[src/rtl/game_pkg.sv]
// Shared game definitions: state encoding used by the game FSM and the timer,
// plus the BCD split helper for the countdown start value.
package game_pkg;

  typedef enum logic [1:0] {
    ST_START = 2'h0,
    ST_GAME  = 2'h1,
    ST_END   = 2'h2,
    ST_INTRO = 2'h3
  } state_t;

  // Split a 0..99 value into packed {tens, ones} BCD digits.
  function automatic logic [7:0] to_bcd(input int unsigned v);
    return {4'(v / 10), 4'(v % 10)};
  endfunction

endpackage

[src/rtl/sync_edge.sv]
// Two-flop synchroniser with rising-edge detector for an asynchronous strobe.
// The edge detector is only armed once its history flop holds a sample taken
// after reset release, so a level already high at release is never a "rise".
module sync_edge (
  input  logic clk,
  input  logic Reset,
  input  logic d,
  output logic pulse
);

  logic       r_s1;
  logic       r_s2;
  logic       r_s3;
  logic [2:0] r_arm;

  // Synchroniser chain, edge history and post-reset arming shift register
  always_ff @(posedge clk or negedge Reset) begin
    if (!Reset) begin
      r_s1  <= 1'b0;
      r_s2  <= 1'b0;
      r_s3  <= 1'b0;
      r_arm <= 3'b000;
    end else begin
      r_s1  <= d;
      r_s2  <= r_s1;
      r_s3  <= r_s2;
      r_arm <= {r_arm[1:0], 1'b1};
    end
  end

  assign pulse = r_s2 & ~r_s3 & r_arm[2];

endmodule

[src/rtl/game_timer.sv]
// Countdown game timer: counts frame strobes while in Game, decrements a
// two-digit BCD seconds value once per FRAMES_PER_SEC frames, saturates at 00.
module game_timer
  import game_pkg::*;
#(
  parameter int FRAMES_PER_SEC = 60,
  parameter int START_SECONDS  = 60
) (
  input  logic       clk,
  input  logic       Reset,
  input  logic       frame_clk,
  input  logic [1:0] state,
  output logic [3:0] time_tens,
  output logic [3:0] time_ones,
  output logic       second_tick,
  output logic       game_over_check
);

  localparam logic [7:0] START_BCD = to_bcd(START_SECONDS);
  localparam logic [7:0] FPS_M1    = 8'(FRAMES_PER_SEC - 1);

  logic       w_frame_pulse;
  state_t     w_state;
  logic [7:0] w_digits;
  logic [7:0] w_digits_dec;
  logic [7:0] r_frame_cnt;
  logic [3:0] r_tens;
  logic [3:0] r_ones;
  logic       r_tick;
  logic       r_game_over;

  // One-step BCD decrement with borrow from tens; holds at 00.
  function automatic logic [7:0] bcd_dec(input logic [7:0] v);
    logic [3:0] t;
    logic [3:0] o;
    t = v[7:4];
    o = v[3:0];
    if (o != 4'd0)      return {t, o - 4'd1};
    else if (t != 4'd0) return {t - 4'd1, 4'd9};
    else                return 8'h00;
  endfunction

  sync_edge u_sync_edge (
    .clk   (clk),
    .Reset (Reset),
    .d     (frame_clk),
    .pulse (w_frame_pulse)
  );

  assign w_state      = state_t'(state);
  assign w_digits     = {r_tens, r_ones};
  assign w_digits_dec = bcd_dec(w_digits);

  // Frame counter, BCD digits, tick and game-over flag, driven by the game state
  always_ff @(posedge clk or negedge Reset) begin
    if (!Reset) begin
      r_frame_cnt <= 8'd0;
      r_tens      <= START_BCD[7:4];
      r_ones      <= START_BCD[3:0];
      r_tick      <= 1'b0;
      r_game_over <= 1'b0;
    end else begin
      r_tick <= 1'b0;
      case (w_state)
        ST_INTRO, ST_START: begin
          r_frame_cnt <= 8'd0;
          r_tens      <= START_BCD[7:4];
          r_ones      <= START_BCD[3:0];
          r_game_over <= 1'b0;
        end
        ST_GAME: begin
          if (w_frame_pulse) begin
            if (r_frame_cnt == FPS_M1) begin
              r_frame_cnt <= 8'd0;
              if (w_digits != 8'h00) begin
                r_tens <= w_digits_dec[7:4];
                r_ones <= w_digits_dec[3:0];
                r_tick <= 1'b1;
                if (w_digits_dec == 8'h00) r_game_over <= 1'b1;
              end
            end else begin
              r_frame_cnt <= r_frame_cnt + 8'd1;
            end
          end
        end
        default: begin
          // End: everything frozen, tick already forced low above
        end
      endcase
    end
  end

  assign time_tens       = r_tens;
  assign time_ones       = r_ones;
  assign second_tick     = r_tick;
  assign game_over_check = r_game_over;

endmodule
[config.mk]
export PLATFORM = sky130hd
export DESIGN_NAME = game_timer
export DESIGN_NICKNAME = d
export VERILOG_FILES = /design/src/rtl/game_pkg.sv /design/src/rtl/sync_edge.sv /design/src/rtl/game_timer.sv
export SDC_FILE = /design/constraint.sdc
export NUM_CORES = 1
export LEC_CHECK = 0
export CORE_MARGIN = 2
export CORE_UTILIZATION = 35
export CTS_CLUSTER_DIAMETER = 60
export DETAILED_ROUTE_END_ITERATION = 16
export PLACE_DENSITY_LB_ADDON = 0.1
export SKIP_LAST_GASP = 1
export SLEW_MARGIN = 5
export SYNTH_ARGS = -nofsm -noshare
export SYNTH_HDL_FRONTEND = slang
export SYNTH_SLANG_ARGS = --single-unit
[constraint.sdc]
create_clock -name clk -period 2.4 [get_ports clk]
set_input_delay 0.72 -clock clk [delete_from_list [all_inputs] [get_ports clk]]
set_output_delay 0.72 -clock clk [all_outputs]
set_load 0.02 [all_outputs]
== After elaboration in Yosys (flattened, before gate mapping) ==
Index checks and enable logic that the tools add are counted.

* Reductions and logical operators: 10
* Bitwise operators: 3
* Equality and inequality tests: 7
* Multiplexer cells: 22
* $add $sub $neg: 3

{| class="wikitable"
|+ Operators by type and width
! cell !! number
|-
| two-way mux 8 bit || 4
|-
| two-way mux 4 bit || 6
|-
| one-hot mux 4 bit (2 select lines) || 2
|-
| one-hot mux 8 bit (2 select lines) || 1
|-
| adder 8 x 1 -> 8 bit, second input constant || 1
|-
| == test 8 x 6 -> 1 bit, second input constant || 1
|-
| logical NOT 8 bit || 1
|-
| two-way mux 1 bit || 8
|-
| nonzero test 4 bit || 2
|-
| nonzero test 8 bit || 1
|-
| subtractor 4 x 1 -> 4 bit, second input constant || 2
|-
| inequality test 2 bit, second input constant || 3
|-
| AND reduction 5 bit || 1
|-
| AND reduction 4 bit || 1
|-
| bitwise AND 1 bit || 2
|-
| == test 2 x 1 -> 1 bit, second input constant || 1
|-
| == test 2 bit, second input constant || 1
|-
| logical NOT 2 bit || 1
|-
| inequality test 2 x 1 -> 1 bit, second input constant || 1
|-
| one-hot mux 1 bit (2 select lines) || 1
|-
| AND reduction 2 bit || 1
|-
| nonzero test 2 bit || 1
|-
| OR reduction 2 bit || 1
|-
| inverter 1 bit || 1
|}

* Word-level logic and storage cells: 54
* Register bits after elaboration: 24
* Output and inout bits: 10

== Longest topological paths before layout ==
Gate-level depths: netlist (run 1).

* Word-level depth: 9
* Gate-level depth with buffers: 7
* Gate-level depth less buffers: 6

== Cells and area by module ==
Synthesis (run 1) repeated with hierarchy kept, for this count alone.

* Cells, all modules: 118
* Area, all modules: 1212.4 um^2

{| class="wikitable"
|+ By module, submodules not included
! module !! cells an instance !! instances !! sequential area each (um^2) !! area each (um^2)
|-
| game_timer || 110 || 1 || 452.9 || 1049.8
|-
| sync_edge || 8 || 1 || 150.1 || 162.7
|}

== Least setup slack after synthesis (run 1) ==
OpenSTA, ideal clock, no wires.

* Path type: register to register
* Start: register r_ones[0], in the netlist time_ones[0]
* End: register r_tens[1], in the netlist time_tens[1]
* Library setup time: 0.065 ns
* Cell stages (with the launch flop): 8
* Setup slack: 0.184 ns
* Arrival time: 2.151 ns
* Buffers on the path: 1
* Data required time: 2.335 ns
* Path through: dfrtp_1 -> inv_1 -> ha_1 -> or3b_1 -> buf_2 -> or3_4 -> or4_1 -> nand3_1

* Word-level cells in the longest chain between the ends: 6
* Elaborated cells between the ends (all ways): 9
* Those cells by class: eq/ne: 1; mux: 5; reduce/logical: 3

{| class="wikitable"
|+ Ends and longest elaborated chain
! what !! line !! source
|-
| from (decl) || game_timer.sv:28 || <nowiki>logic [3:0] r_ones;</nowiki>
|-
| from (signal assigned) || game_timer.sv:59 || <nowiki>r_ones <= START_BCD[3:0];</nowiki>
|-
| from (signal assigned) || game_timer.sv:68 || <nowiki>r_ones <= START_BCD[3:0];</nowiki>
|-
| from (signal assigned) || game_timer.sv:77 || <nowiki>r_ones <= w_digits_dec[3:0];</nowiki>
|-
| nonzero test 4 bit || game_timer.sv:38 || <nowiki>if (o != 4'd0) return {t, o - 4'd1};</nowiki>
|-
| two-way mux 8 bit || game_timer.sv:38 ||
|-
| two-way mux 4 bit || game_timer.sv:75 || <nowiki>if (w_digits != 8'h00) begin</nowiki>
|-
| two-way mux 4 bit || game_timer.sv:73 || <nowiki>if (r_frame_cnt == FPS_M1) begin</nowiki>
|-
| two-way mux 4 bit || game_timer.sv:72 || <nowiki>if (w_frame_pulse) begin</nowiki>
|-
| one-hot mux 4 bit (2 select lines) || game_timer.sv:64 || <nowiki>case (w_state)</nowiki>
|-
| to (signal assigned) || game_timer.sv:58 || <nowiki>r_tens <= START_BCD[7:4];</nowiki>
|-
| to (signal assigned) || game_timer.sv:67 || <nowiki>r_tens <= START_BCD[7:4];</nowiki>
|-
| to (signal assigned) || game_timer.sv:76 || <nowiki>r_tens <= w_digits_dec[7:4];</nowiki>
|-
| to (decl) || game_timer.sv:27 || <nowiki>logic [3:0] r_tens;</nowiki>
|}

Several ways; a longest one is shown, not always the timed one. The select of a mux whose other input is x is not followed.
A chain may end at the register's enable or synchronous reset.

== Final worst setup path (run 1) ==
* Start: register r_tens[2], in the netlist time_tens[2]
* End: output time_tens[2]

{| class="wikitable"
|+ RTL lines
! what !! line !! source
|-
| to (decl) || game_timer.sv:13 || <nowiki>output logic [3:0] time_tens,</nowiki>
|}

No word-level cell between the ends.

==> results_dict.tcl, run 1 <==
set metrics [dict create \
    post-route-util 0.4550 \
    startpoint "time_tens[2]$_DFFE_PN1P_" \
    layout_min_cycle_time_ns 2.258 \
    synthesis.nets 131 \
    yosysSeqAreaShare 0.4893 \
    maxSlewViolCount 0 \
    multi_input_area_um2 609.3 \
    end_kind "output port" \
    clkLatencyLatePin_ns 0.33 \
    cpMaxStageDelayCell "clkdlybuf4s50_1" \
    dieArea_um2 4012 \
    crit_family "buffers and inverters" \
    hold_buffers 0 \
    pwr-share-clk 0.395 \
    finalCritPeriodShare 0.9408 \
    drt-vias-per-instance 5.406 \
    grt_max_degree 25 \
    setup_viol 0 \
    clkSinkCount 24 \
    synth_warnings 0 \
    syn_to_final_growth_pct 24.16 \
    synth_area_leaders "dfrtp_1, dfstp_2, nand2_1" \
    peakVddDrop_mv 0.1992 \
    holdWs_ns 0.3706 \
    post_cts_buffers 0 \
    path_max_fanout 6 \
    drive_gt1_frac 0.1370 \
    synth_commonest_cells "dfrtp_1, nand2_1, nor2_1" \
    switching_share 0.2150 \
    dpl_worst_slack_ns 0.07410 \
    grt_pass1_wl_um 4471 \
    synth_edf_count 0 \
    fmax_mhz 442.9 \
    fin_nets 155 \
    power_density_nw_per_um2 496.6 \
    antenna_found_initial 0 \
    gp_congestion 0.7719 \
    combPwrFrac 0.061 \
    yosys_most_used_dff "dfrtp_1" \
    post_cts_resized 0 \
    yosysTopAreaCellShare 0.4467 \
    drt_iter0_markers 29 \
    cts_tree "yes" \
    gr-usage-all-layers 0.1390 \
    cts_buffer_depth 2 \
    clkTransAtPathRegs_ns 0.15 \
    cp.arrival_ns 1.54 \
    rows 21 \
    core-area_um2 3363 \
    ff_latch_area_um2 603.1 \
    grt_overflow_total 0 \
    dpl.hpwl_um 1935 \
    r2r_start "r_frame_cnt[0]$_DFFE_PN0P_" \
    io_buffers 14 \
    cell_internal_pwr_mw 0.5965 \
    yosysMostFrequentCell "dfrtp_1" \
    finalClockSkew_ns 0.01199 \
    routed_wl_um 2647 \
    yosys.area.top_type "dfrtp_1" \
    switching_power_mw 0.1634 \
    hold_path_startpoint "u_sync_edge.r_arm[1]$_DFF_PN0_" \
    status "completed" \
    fillers 356 \
    leakage_nw 0.6276 \
    n_antenna_cell 0 \
    antenna_left 0 \
    critical_path_buf_inv_count 1 \
    critPathLaunchType "register" \
    htreeDepth 1 \
    netlist_instances 123 \
    ys_ff_latch 24 \
    drc 0 \
    cts-buffers-inserted 3 \
    path_cells "clkdlybuf4s50_1" \
    async_flop_share 1.000 \
    root_buffer "clkbuf_4" \
    routedWlPerCell_um 13.79 \
    timing.final.ws_setup_ns 0.1422 \
    path_class "register to output port" \
    die_x_um 63.34 \
    drt_pre_antenna_iters 4 \
    syn_area_per_cell_um2 10.02 \
    final-hold-violation-count 0 \
    ios 15 \
    synth_area_um2 1232 \
    cap_viol_max_count 0 \
    tns_ns 0 \
    hp-class "register to register" \
    die_h_um 63.34 \
    initial_utilization 0.3664 \
    synth_cell_types 46 \
    dr_total_vias 1038 \
    rsz0062_at_grt "false" \
    max_stage_delay_ns 0.61 \
    grt_pass1_vias 985 \
    cp.required_ns 1.68 \
    p_seq_frac 0.544 \
]
worst register-to-register path: cells and delay by family, from the launching register on:
kind            cells  cell delay (ns)
flops               1             0.45
simple gates        3             1.19
compound gates      1             0.15
fa+ha+maj           1             0.24
cell families after synthesis:
logic type | share of synthesized area
buffers and inverters | 0.01624
xor gates and xnor gates | 0.02132
and+or+nand+nor | 0.2619
DFF | 0.4893
adders and majority gates | 0.03046
AOI/OAI and AO/OA | 0.1695
other | 0.003043
muxes | 0.008122
metal layers:
metal  global-route usage  part of all wire  up-vias
met5                    0                 0        -
met4              0.04891             0.014        0
met3              0.02321             0.038        7
met2               0.2303              0.48       26
met1               0.1833              0.47      495
li1                     -                 -      510
placed cells by master (no fill, tap or decap), types with 2 or more instances in the layout:
| cell | synthesis | final |
|---|---|---|
| dfrtp_1 | 22 | 22 |
| clkdlybuf4s50_1 | 0 | 14 |
| nand2_1 | 11 | 11 |
| nor2_1 | 8 | 8 |
| buf_4 | 0 | 8 |
| o21ai_0 | 7 | 7 |
| o31ai_1 | 5 | 5 |
| nand3_1 | 5 | 5 |
| a21oi_1 | 4 | 4 |
| nor2b_1 | 3 | 3 |
| nor3_1 | 3 | 3 |
| nand2b_1 | 3 | 3 |
| nor4_1 | 3 | 3 |
| or4_1 | 3 | 3 |
| ha_1 | 3 | 3 |
| clkbuf_4 | 0 | 3 |
| inv_1 | 2 | 2 |
| nand4_1 | 2 | 2 |
| a31oi_1 | 2 | 2 |
| nand3b_1 | 2 | 2 |
| o22ai_1 | 2 | 2 |
| a211oi_1 | 2 | 2 |
| xnor2_1 | 2 | 2 |
| o211ai_1 | 2 | 2 |
| dfstp_2 | 2 | 2 |
path summary, 6_finish.rpt:
path,endpoint,slack [ns],cells past startpoint
max in group asynchronous,time_tens[1]$_DFFE_PN1P_,1.39,2
min reg2reg,u_sync_edge.r_arm[2]$_DFF_PN0_,0.37,0
min in group asynchronous,time_tens[3]$_DFFE_PN0P_,0.73,2
min,u_sync_edge.r_arm[2]$_DFF_PN0_,0.37,0
max reg2reg,time_ones[1]$_DFFE_PN0P_,0.25,5
max,time_tens[2],0.14,1
flip-flops by register name, indices dropped and copies added, names as in the netlist:
signal and flops:
time_ones 4, u_sync_edge.r_s2 1, u_sync_edge.r_arm 3, time_tens 4, game_over_check 1, u_sync_edge.r_s3 1, r_frame_cnt 8, second_tick 1
u_sync_edge.r_s1 1
metrics by stage:
step	instance area, um^2	total power [mW]	instances
global placement	1478	0.4673	188
CTS	1530	0.7665	192
global route	1530	0.7884	192
finish	1530	0.7599	192
detailed placement	1478	0.4684	188
floorplan	1232	0.4390	123
power by group through the flow:
stage | combinational, mW | clock, mW | sequential, mW
detailed placement | 0.0478 | 0 | 0.421
global route | 0.0520 | 0.323 | 0.414
global placement | 0.0468 | 0 | 0.421
finish | 0.0466 | 0.300 | 0.413
CTS | 0.0477 | 0.306 | 0.413
floorplan | 0.0191 | 0 | 0.420
cell type report:
| type | instances | area share |
|---|---|---|
| multi-input cells | 94 | 0.3982 |
| inverters | 2 | 0.004906 |
| flip-flops and latches | 24 | 0.3941 |
| well taps | 46 | 0.03761 |
| clock inverters | 1 | 0.01962 |
| clock buffers | 3 | 0.01472 |
| repair buffers | 22 | 0.1308 |
(Power assumes the default switching activity.)
==> inputs of run 2 (changes only) <==
--- a/config.mk
+++ b/config.mk
@@ -11,7 +11,6 @@
 export DETAILED_ROUTE_END_ITERATION = 16
 export PLACE_DENSITY_LB_ADDON = 0.1
 export SKIP_LAST_GASP = 1
-export SLEW_MARGIN = 5
 export SYNTH_ARGS = -nofsm -noshare
 export SYNTH_HDL_FRONTEND = slang
 export SYNTH_SLANG_ARGS = --single-unit
==> results of run 2 <==
No change in the layout: final DEF, timing and power equal those of run 1.
==> inputs of run 3 (changes only) <==
--- a/config.mk
+++ b/config.mk
@@ -5,6 +5,7 @@
 export SDC_FILE = /design/constraint.sdc
 export NUM_CORES = 1
 export LEC_CHECK = 0
+export CORE_ASPECT_RATIO = 1.1
 export CORE_MARGIN = 2
 export CORE_UTILIZATION = 35
 export CTS_CLUSTER_DIAMETER = 60
==> run 3 against run 2 <==
Net effect: flip-flop and latch count stayed put; power is 0.80% lower; critical path depth stayed put; sequential power hardly changed; largest power group unchanged; highest routed layer unchanged; register-to-register slack better by 0.02 ns; hold slack worse by 0.0061 ns; largest cell class unchanged; clock-buffer cell count stayed put.
==> results_dict.tcl, run 3 (same netlist as run 1, synthesis figures left out) <==
set metrics [dict create \
    regToRegSetupSlack_ns 0.27 \
    max_stage_delay_ns 0.61 \
    grt_pass1_vias 1068 \
    die_h_um 66.24 \
    ff_latch_area_um2 603.1 \
    cts-buffers-inserted 3 \
    dr_total_vias 1053 \
    clkLatencyLatePin_ns 0.31 \
    drt_iter0_markers 49 \
    largest_register_ffs 8 \
    initial_utilization 0.3670 \
    hold_buffers 0 \
    die_x_um 60.58 \
    clkSinkCount 24 \
    htreeDepth 1 \
    cp.arrival_ns 1.52 \
    grt_overflow_total 0 \
    status "completed" \
    rows 22 \
    ios 15 \
    layout_min_cycle_time_ns 2.242 \
    drc 0 \
    path_max_fanout 6 \
    gr-usage-all-layers 0.1602 \
    leakage_nw 0.6372 \
    critical_path_buf_inv_count 1 \
    critPathLaunchType "register" \
    hp-class "register to register" \
    path_cells "clkdlybuf4s50_1" \
    final_cell_mix "dfrtp_1, clkdlybuf4s50_1, nand2_1" \
    tns_ns 0 \
    routed_wl_um 2747 \
    finalClockSkew_ns 0.002105 \
    cpMaxStageDelayCell "clkdlybuf4s50_1" \
    end_kind "output port" \
    grt_max_degree 25 \
    antenna_left 0 \
    core-area_um2 3358 \
    io_buffers 14 \
    routedWlPerCell_um 14.02 \
    drt-vias-per-instance 5.372 \
    syn_to_final_growth_pct 25.58 \
    crit_family "buffers and inverters" \
    dpl.hpwl_um 2070 \
    dieArea_um2 4013 \
    power_density_nw_per_um2 487.1 \
    peakVddDrop_mv 0.2909 \
    path_class "register to output port" \
    rsz0062_at_grt "false" \
    fmax_mhz 446.1 \
    placedCellCount 192 \
    top_register "r_frame_cnt" \
    cts_buffer_depth 2 \
    maxSlewViolCount 0 \
    final-hold-violation-count 0 \
    place_area_um2 1495 \
    cp.required_ns 1.68 \
    drt_pre_antenna_iters 4 \
    finalCritPeriodShare 0.9340 \
    fillers 338 \
    grt_pass1_wl_um 4816 \
    post_cts_resized 0 \
    fin_area_um2 1548 \
    n_antenna_cell 0 \
    clkTransAtPathRegs_ns 0.14 \
    gp_congestion 0.7914 \
    root_buffer "clkbuf_4" \
    cts_tree "yes" \
    setup_viol 0 \
    mostFrequentLayoutCell "dfrtp_1" \
    post_cts_buffers 0 \
    cap_viol_max_count 0 \
    fin_cells 196 \
    multi_input_area_um2 609.3 \
    antenna_found_initial 0 \
    drive_gt1_frac 0.1486 \
    fin_nets 157 \
]
run 3: changes by cell type in the layout (fill, tap and decap cells not counted):
cell	delta
buf_4	+2
run 3: area by class of cell:
type	count	area share
well taps	48	0.03880
inverters	2	0.004850
clock buffers	3	0.01455
clock inverters	1	0.01940
multi-input cells	94	0.3937
flip-flops and latches	24	0.3897
repair buffers	24	0.1390
run 3: worst reg2reg max path, stage by stage, from the launching register on:
cell and delay [ns]:
dfrtp_1 0.44, inv_1 0.09, ha_1 0.18, or3b_1 0.39, or3_4 0.36, or4_1 0.51, nand3_1 0.09
run 3: path summary, 6_finish.rpt:
| check | startpoint | to | depth (start not counted) |
|---|---|---|---|
| worst max-delay path | time_tens[2]$_DFFE_PN1P_ | time_tens[2] | 1 |
| worst min-delay path | u_sync_edge.r_arm[1]$_DFF_PN0_ | u_sync_edge.r_arm[2]$_DFF_PN0_ | 0 |
| worst max register to register | time_ones[1]$_DFFE_PN0P_ | time_tens[1]$_DFFE_PN1P_ | 6 |
| worst min register to register | u_sync_edge.r_arm[1]$_DFF_PN0_ | u_sync_edge.r_arm[2]$_DFF_PN0_ | 0 |
| max in group asynchronous | Reset | time_tens[2]$_DFFE_PN1P_ | 2 |
| min in group asynchronous | Reset | time_ones[3]$_DFFE_PN0P_ | 2 |
run 3: metrics by stage:
stage               power (mW)  hold slack, ns  worst slack (ns)  utilization
global route            0.7852          0.3840           0.08231       0.4609
finish                  0.7538          0.3645            0.1583       0.4609
floorplan               0.4390          0.3312            0.1839            -
global placement        0.4675          0.3355            0.1115       0.4452
detailed placement      0.4686          0.3347           0.03683       0.4452
CTS                     0.7675          0.3678            0.1291       0.4609
run 3: layer usage:
layer	share of wire	GRT usage
met5	0	0
met4	0.0087	0.06522
met2	0.54	0.2917
met1	0.42	0.1848
met3	0.034	0.01761
run 3: report_power, final:
group / internal (mW) / switching, mW / leakage, nW / total, mW
clock network: 0.169 / 0.125 / 0.0279 / 0.294
logic: 0.0173 / 0.0300 / 0.295 / 0.0473
registers: 0.410 / 0.00249 / 0.314 / 0.413
